===== src/rtl/prog_counter_gen.sv =====
// Width-generic up/down timer/counter core: programmable limit, synchronous load, prescaler,
// wrap / saturate / one-shot modes and a registered terminal-count pulse.
module prog_counter_gen #(
  parameter int unsigned WIDTH = 8,
  parameter int unsigned PRE_W = 4
) (
  input  logic             clk,
  input  logic             rst,
  input  logic             en,
  input  logic             load,
  input  logic [WIDTH-1:0] load_val,
  input  logic             up,
  input  logic [1:0]       mode,
  input  logic [WIDTH-1:0] limit,
  input  logic             start,
  input  logic [PRE_W-1:0] prescale,
  output logic [WIDTH-1:0] q,
  output logic             tc,
  output logic             busy,
  output logic             done
);

  typedef enum logic [1:0] {StIdle, StRun, StDone} state_e;

  localparam logic [1:0] ModeWrap    = 2'b00;
  localparam logic [1:0] ModeSat     = 2'b01;
  localparam logic [1:0] ModeOneShot = 2'b10;

  state_e           state, state_next;
  logic [PRE_W-1:0] pc;
  logic             count_ok;
  logic             pc_wrap;
  logic             tick;
  logic [WIDTH-1:0] term_val;
  logic             at_term;
  logic             term_tick;

  always_comb begin
    count_ok  = (mode == ModeOneShot) ? (state == StRun) : 1'b1;
    pc_wrap   = (pc == prescale);
    // load takes priority over the prescaler, so it suppresses the tick
    tick      = en & count_ok & pc_wrap & ~load;
    term_val  = up ? limit : '0;
    at_term   = (q == term_val);
    term_tick = tick & at_term;
  end

  always_comb begin
    state_next = state;
    if (mode != ModeOneShot) begin
      state_next = StIdle;
    end else begin
      unique case (state)
        StIdle:  if (start) state_next = StRun;
        StRun:   if (term_tick) state_next = StDone;
        StDone:  if (start) state_next = StRun;
        default: state_next = StIdle;
      endcase
    end
  end

  always_ff @(posedge clk) begin
    if (rst) begin
      q     <= '0;
      tc    <= 1'b0;
      busy  <= 1'b0;
      done  <= 1'b0;
      pc    <= '0;
      state <= StIdle;
    end else begin
      state <= state_next;
      busy  <= (state_next == StRun);
      done  <= (state_next == StDone);
      tc    <= term_tick;

      if (load) begin
        q  <= load_val;
        pc <= '0;
      end else if (en && count_ok) begin
        if (pc_wrap) begin
          pc <= '0;
        end else begin
          pc <= pc + 1'b1;
        end
      end

      if (tick) begin
        if (at_term) begin
          // saturate and one-shot hold q at the terminal value
          if (mode != ModeSat && mode != ModeOneShot) begin
            q <= up ? '0 : limit;
          end
        end else begin
          q <= up ? q + 1'b1 : q - 1'b1;
        end
      end
    end
  end

endmodule


===== config.mk =====
export PLATFORM = sky130hd
export DESIGN_NAME = prog_counter_gen
export DESIGN_NICKNAME = d
export VERILOG_FILES = /design/src/rtl/prog_counter_gen.sv
export SDC_FILE = /design/constraint.sdc
export NUM_CORES = 1
export LEC_CHECK = 0
export CORE_MARGIN = 3
export CORE_UTILIZATION = 48
export CTS_CLUSTER_DIAMETER = 30
export DETAILED_ROUTE_END_ITERATION = 12
export PLACE_DENSITY_LB_ADDON = 0.15
export SLEW_MARGIN = 10
export SYNTH_ARGS = -nofsm -noshare
export SYNTH_HDL_FRONTEND = slang
export SYNTH_SLANG_ARGS = --single-unit
export TNS_END_PERCENT = 100

===== constraint.sdc =====
create_clock -name clk -period 3.43 [get_ports clk]
set_input_delay 1.029 -clock clk [delete_from_list [all_inputs] [get_ports clk]]
set_output_delay 1.029 -clock clk [all_outputs]
set_load 0.01 [all_outputs]

# Word level (Yosys, flattened, before mapping)
# Index checks and enable logic that the tools add are counted.
[word_totals] ff_bits=17 in_bits=28 output_inout_bits=11 word_cells=41
[op_classes] addsub=3 eq_ne=9 muxes=13 bitwise_logic=5 n_reduce_logical=5
[op_table] op="8-bit 2-to-1 mux" n=7
[op_table] op="8-bit by 1-bit adder with 8-bit output (second input constant)" n=1
[op_table] op="8-bit == test" n=1
[op_table] op="8-bit by 1-bit subtractor with 8-bit output (second input constant)" n=1
[op_table] op="2-bit == test (second input constant)" n=3
[op_table] op="2-bit 2-to-1 mux" n=3
[op_table] op="4-bit by 1-bit adder with 4-bit output (second input constant)" n=1
[op_table] op="1-bit AND" n=4
[op_table] op="2-bit by 1-bit == test with 1-bit output (second input constant)" n=2
[op_table] op="4-bit == test" n=1
[op_table] op="4-bit 2-to-1 mux" n=1
[op_table] op="2-bit one-hot mux with 2 select lines" n=1
[op_table] op="2-bit OR reduction" n=2
[op_table] op="1-bit logical AND" n=2
[op_table] op="2-bit zero test" n=1
[op_table] op="2-bit by 1-bit != test with 1-bit output (second input constant)" n=1
[op_table] op="2-bit != test (second input constant)" n=1
[op_table] op="1-bit 2-to-1 mux" n=1
[op_table] op="1-bit NOT" n=1

# Depth between registers and ports, before layout
[logic_depth] ltp_word=10 depth_mapped=9 mapped_depth_nobuf=8

# Worst setup path before layout
# OpenSTA, ideal clock, no wires.
[synth_timing] path_kind="input-to-reg" start="in up" end="reg q[6]" setup_ps=137 arrival_time_ps=2621 required_time_ps=3293 path_slack_ps=672 path_stages=8 n_path_buf=1 cell_sequence="buf_6 > inv_1 > fa_1 > a21o_1 > a21oi_1 > o41ai_1 > a2111oi_0 > o32ai_1"
[synth_between] elab_chain_len=4 word_cells_on_any_way=7 cone_classes="eq/ne: 1; mux: 6"
[synth_lines] item="from (decl)" line="12" rtl="input logic up,"
[synth_lines] item="8-bit 2-to-1 mux, on equally long branches" line="43, 91"
[synth_lines] item="8-bit == test or 8-bit 2-to-1 mux (tied branches)" line="44, 90"
[synth_lines] item="8-bit 2-to-1 mux (*)" line="88" rtl="if (at_term) begin"
[synth_lines] item="8-bit 2-to-1 mux (*)" line="87" rtl="if (tick) begin"
[synth_lines] item="to (signal assigned)" line="77" rtl="q <= load_val;"
[synth_lines] item="to (signal assigned)" line="91" rtl="q <= up ? '0 : limit;"
[synth_lines] item="to (signal assigned)" line="94" rtl="q <= up ? q + 1'b1 : q - 1'b1;"
[synth_lines] item="to (decl)" line="17" rtl="output logic [WIDTH-1:0] q,"
# Mark *: on every way between the ends. The rest lies on a longest branch, timed or not.
# A chain may end at the register's enable or synchronous reset.

# Final worst setup path
# Same ends and word-level chain as after synthesis.

==> out/results.ini <==
[power]
p_per_area_nw_per_um2=282
peakVddDrop_mv=0.341
power.leakage_nw=0.721

[drt]
routed_wl_microns=3910
drt_iter0_drc=79
vias_per_cell=6.15
drt_pass1_iterations=4
antenna_left=0
vias=1520
detail_route.wl_per_cell_microns=15.8
drc=0

[sta]
post-route-min-period_ns=2.97
fmaxAchievable_ghz=0.336
setup_viol=0
fin_crit_sh_pct=86.7
fin_setup_tns_ns=0
maxSlewHeadroom_pct=65.3
fin_worst_skew_ns=0.0153
hold_violations=0
drv_slew=0
rsz0062_at_grt=no
tightest_slew_ns=0.521

[synthesis]
synth-async-reset-ratio_pct=0
synth-edff-count=0
synth-simple-area-share_pct=19.9
synth_top_family_by_area=compound AO/OA/AOI/OAI gates
ys_ff_latch=17
ys_warn_count=0
syn_area_sq_um=1400
synthAdderAreaFrac_pct=8.59
synth_area_leader_cell=dfxtp_1
synth-xor-area-share_pct=9.39
ys_types=40
synth_cells=174
synth_area_leaders=dfxtp_1 24%, xnor2_1 7.5%, ha_1 7.2%
synth_compound_area_share_pct=25.0
synth_top_cells_by_count=17 x dfxtp_1, 16 x nand2_1, 16 x nor2_1
syn_nets=211
synth.avg_cell_area_sq_um=8.04
yosysTopAreaCellShare_pct=24.3
synth.most_common_cell=dfxtp_1
yosysSeqAreaShare_pct=24.3
synth_top_flop_cell=dfxtp_1
synth.area.mux_share_pct=8.77

[floorplanning]
rows=18
io_pins=39
coreArea_sq_um=2610
initial_core_util_pct=53.5
die_area_sq_um=3600
die_w_microns=60.0
dieHeight_microns=60.0

[hold_path]
hp-start=pc[3]
min_path_type=flop to flop

[setup_path]
crit_arrival_ns=3.16
cp_max_fo=4
end_kind=flop
crit_type=input pin to flop
rr_startpoint=q[1]
reg2reg_depth=6
timing.rr.end=q[0]
start_kind=input pin
worstPathRequired_ns=3.62
timing.reg2reg.setup_slack_ns=1.32
cp-endpoint=q[6]
startpoint=up

[layout]
diodes=0
stdcell_area_sq_um=1850
nets=255
drive_above_1_share_pct=5.53
area_growth_pct=32.3
nFillCells=217

[cts]
ctsLongestPathBuffers=2
cts.sinks=17
htree_levels=1
cts_root_buf=clkbuf_4
cts_tree=built
numCtsBuffers=3
clk_pin_slew_ns=0.12
cts_resized=0
clock_latency_ns=0.31
hold_buffers=0
cts_setup_buffers=0

[grt]
grt_pass1_vias=1432
grt-ovfl-total=0
grtUsageTotal_pct=23.0
grt_max_degree=15
antenna_found_initial=0
grt_pass1_wl_microns=6290

[status]
status=completed

[place]
gp_congestion=0.833
dpl_cell_area_sq_um=1820
dp_hpwl_microns=3050
io_buffers=38

[job]
drv_cap=0

[registers in the layout, summed over array words and instances (netlist names)]
signal,flops
q,8
state,2
pc,4
done,1
busy,1
tc,1
[cell families (layout without fill, tap and decap cells)]
group                    Yosys count  count (layout)
AND/OR/NAND/NOR                   58              58
AO/OA/AOI/OAI                     52              52
buffers and inverters             11              54
XOR/XNOR                          15              15
adder cells (fa/ha/maj)            9               9
flip-flops                        17              17
multiplexers                      12              12
[layer usage]
metal  track usage, %  wire length [microns]  vias up
met2             38.7                   1850       67
li1                 -                      -      735
met3             4.75                    298       13
met1             28.4                   1660      705
met4             9.18                    105        0
met5                0                      0        -
[cells in the final DEF (no fill, tap or decap), types with 4 or more instances in the layout]
cell type and instances:
nand2_1 16, buf_4 5, o32ai_1 5, a21oi_1 7, o21a_1 4, ha_1 8, a21o_1 4, nor2_1 16
clkdlybuf4s50_1 38, mux2i_1 10, a31oi_1 4, dfxtp_1 17, inv_1 7, o21ai_0 14, nor3_1 7, xnor2_1 12
nand3_1 4
[how the worst min path moves through the flow]
| stage | endpoint | slack [ns] | depth (start not counted) |
|---|---|---|---|
| after floorplan | pc[3] | 0.50 | 2 |
| after global placement | pc[3] | 0.52 | 2 |
| after detailed placement | pc[2] | 0.56 | 2 |
| after CTS | pc[2] | 0.58 | 2 |
| after global routing | pc[2] | 0.61 | 2 |
| final | pc[3] | 0.57 | 2 |
[cell type report]
class	count	area, sq um	area share [%]
clock inverters	1	5.00	0.270
inverters	7	26.3	1.42
flip-flops and latches	17	340	18.4
clock buffers	3	22.5	1.22
multi-input cells	146	1000	54.1
well taps	30	37.5	2.03
repair buffers	43	418	22.6
[stage by stage]
stage,setup WS [ns],hold slack [ns],cells,total power [W],utilization (%)
after detailed placement,0.162,0.555,243,0.000407,69.8
final,0.456,0.575,247,0.000521,70.8
after global placement,0.211,0.523,243,0.000397,69.8
after global routing,0.257,0.609,247,0.000547,70.8
after floorplan,0.672,0.504,174,0.000329,-
after CTS,0.481,0.583,247,0.000518,70.8
[where the power goes]
part           switching (W)  internal, W
clock              0.0000708    0.0000435
combinational      0.0000906    0.0000976
sequential         0.0000135     0.000205
[critical path, stage by stage]
cell and delay [ns]:
clkdlybuf4s50_1 0.48, inv_1 0.10, fa_1 0.47, a21o_1 0.18, a21oi_1 0.30, o41ai_1 0.11
a2111oi_0 0.36, o32ai_1 0.13
No activity file was read; power rests on OpenSTA's default activity.
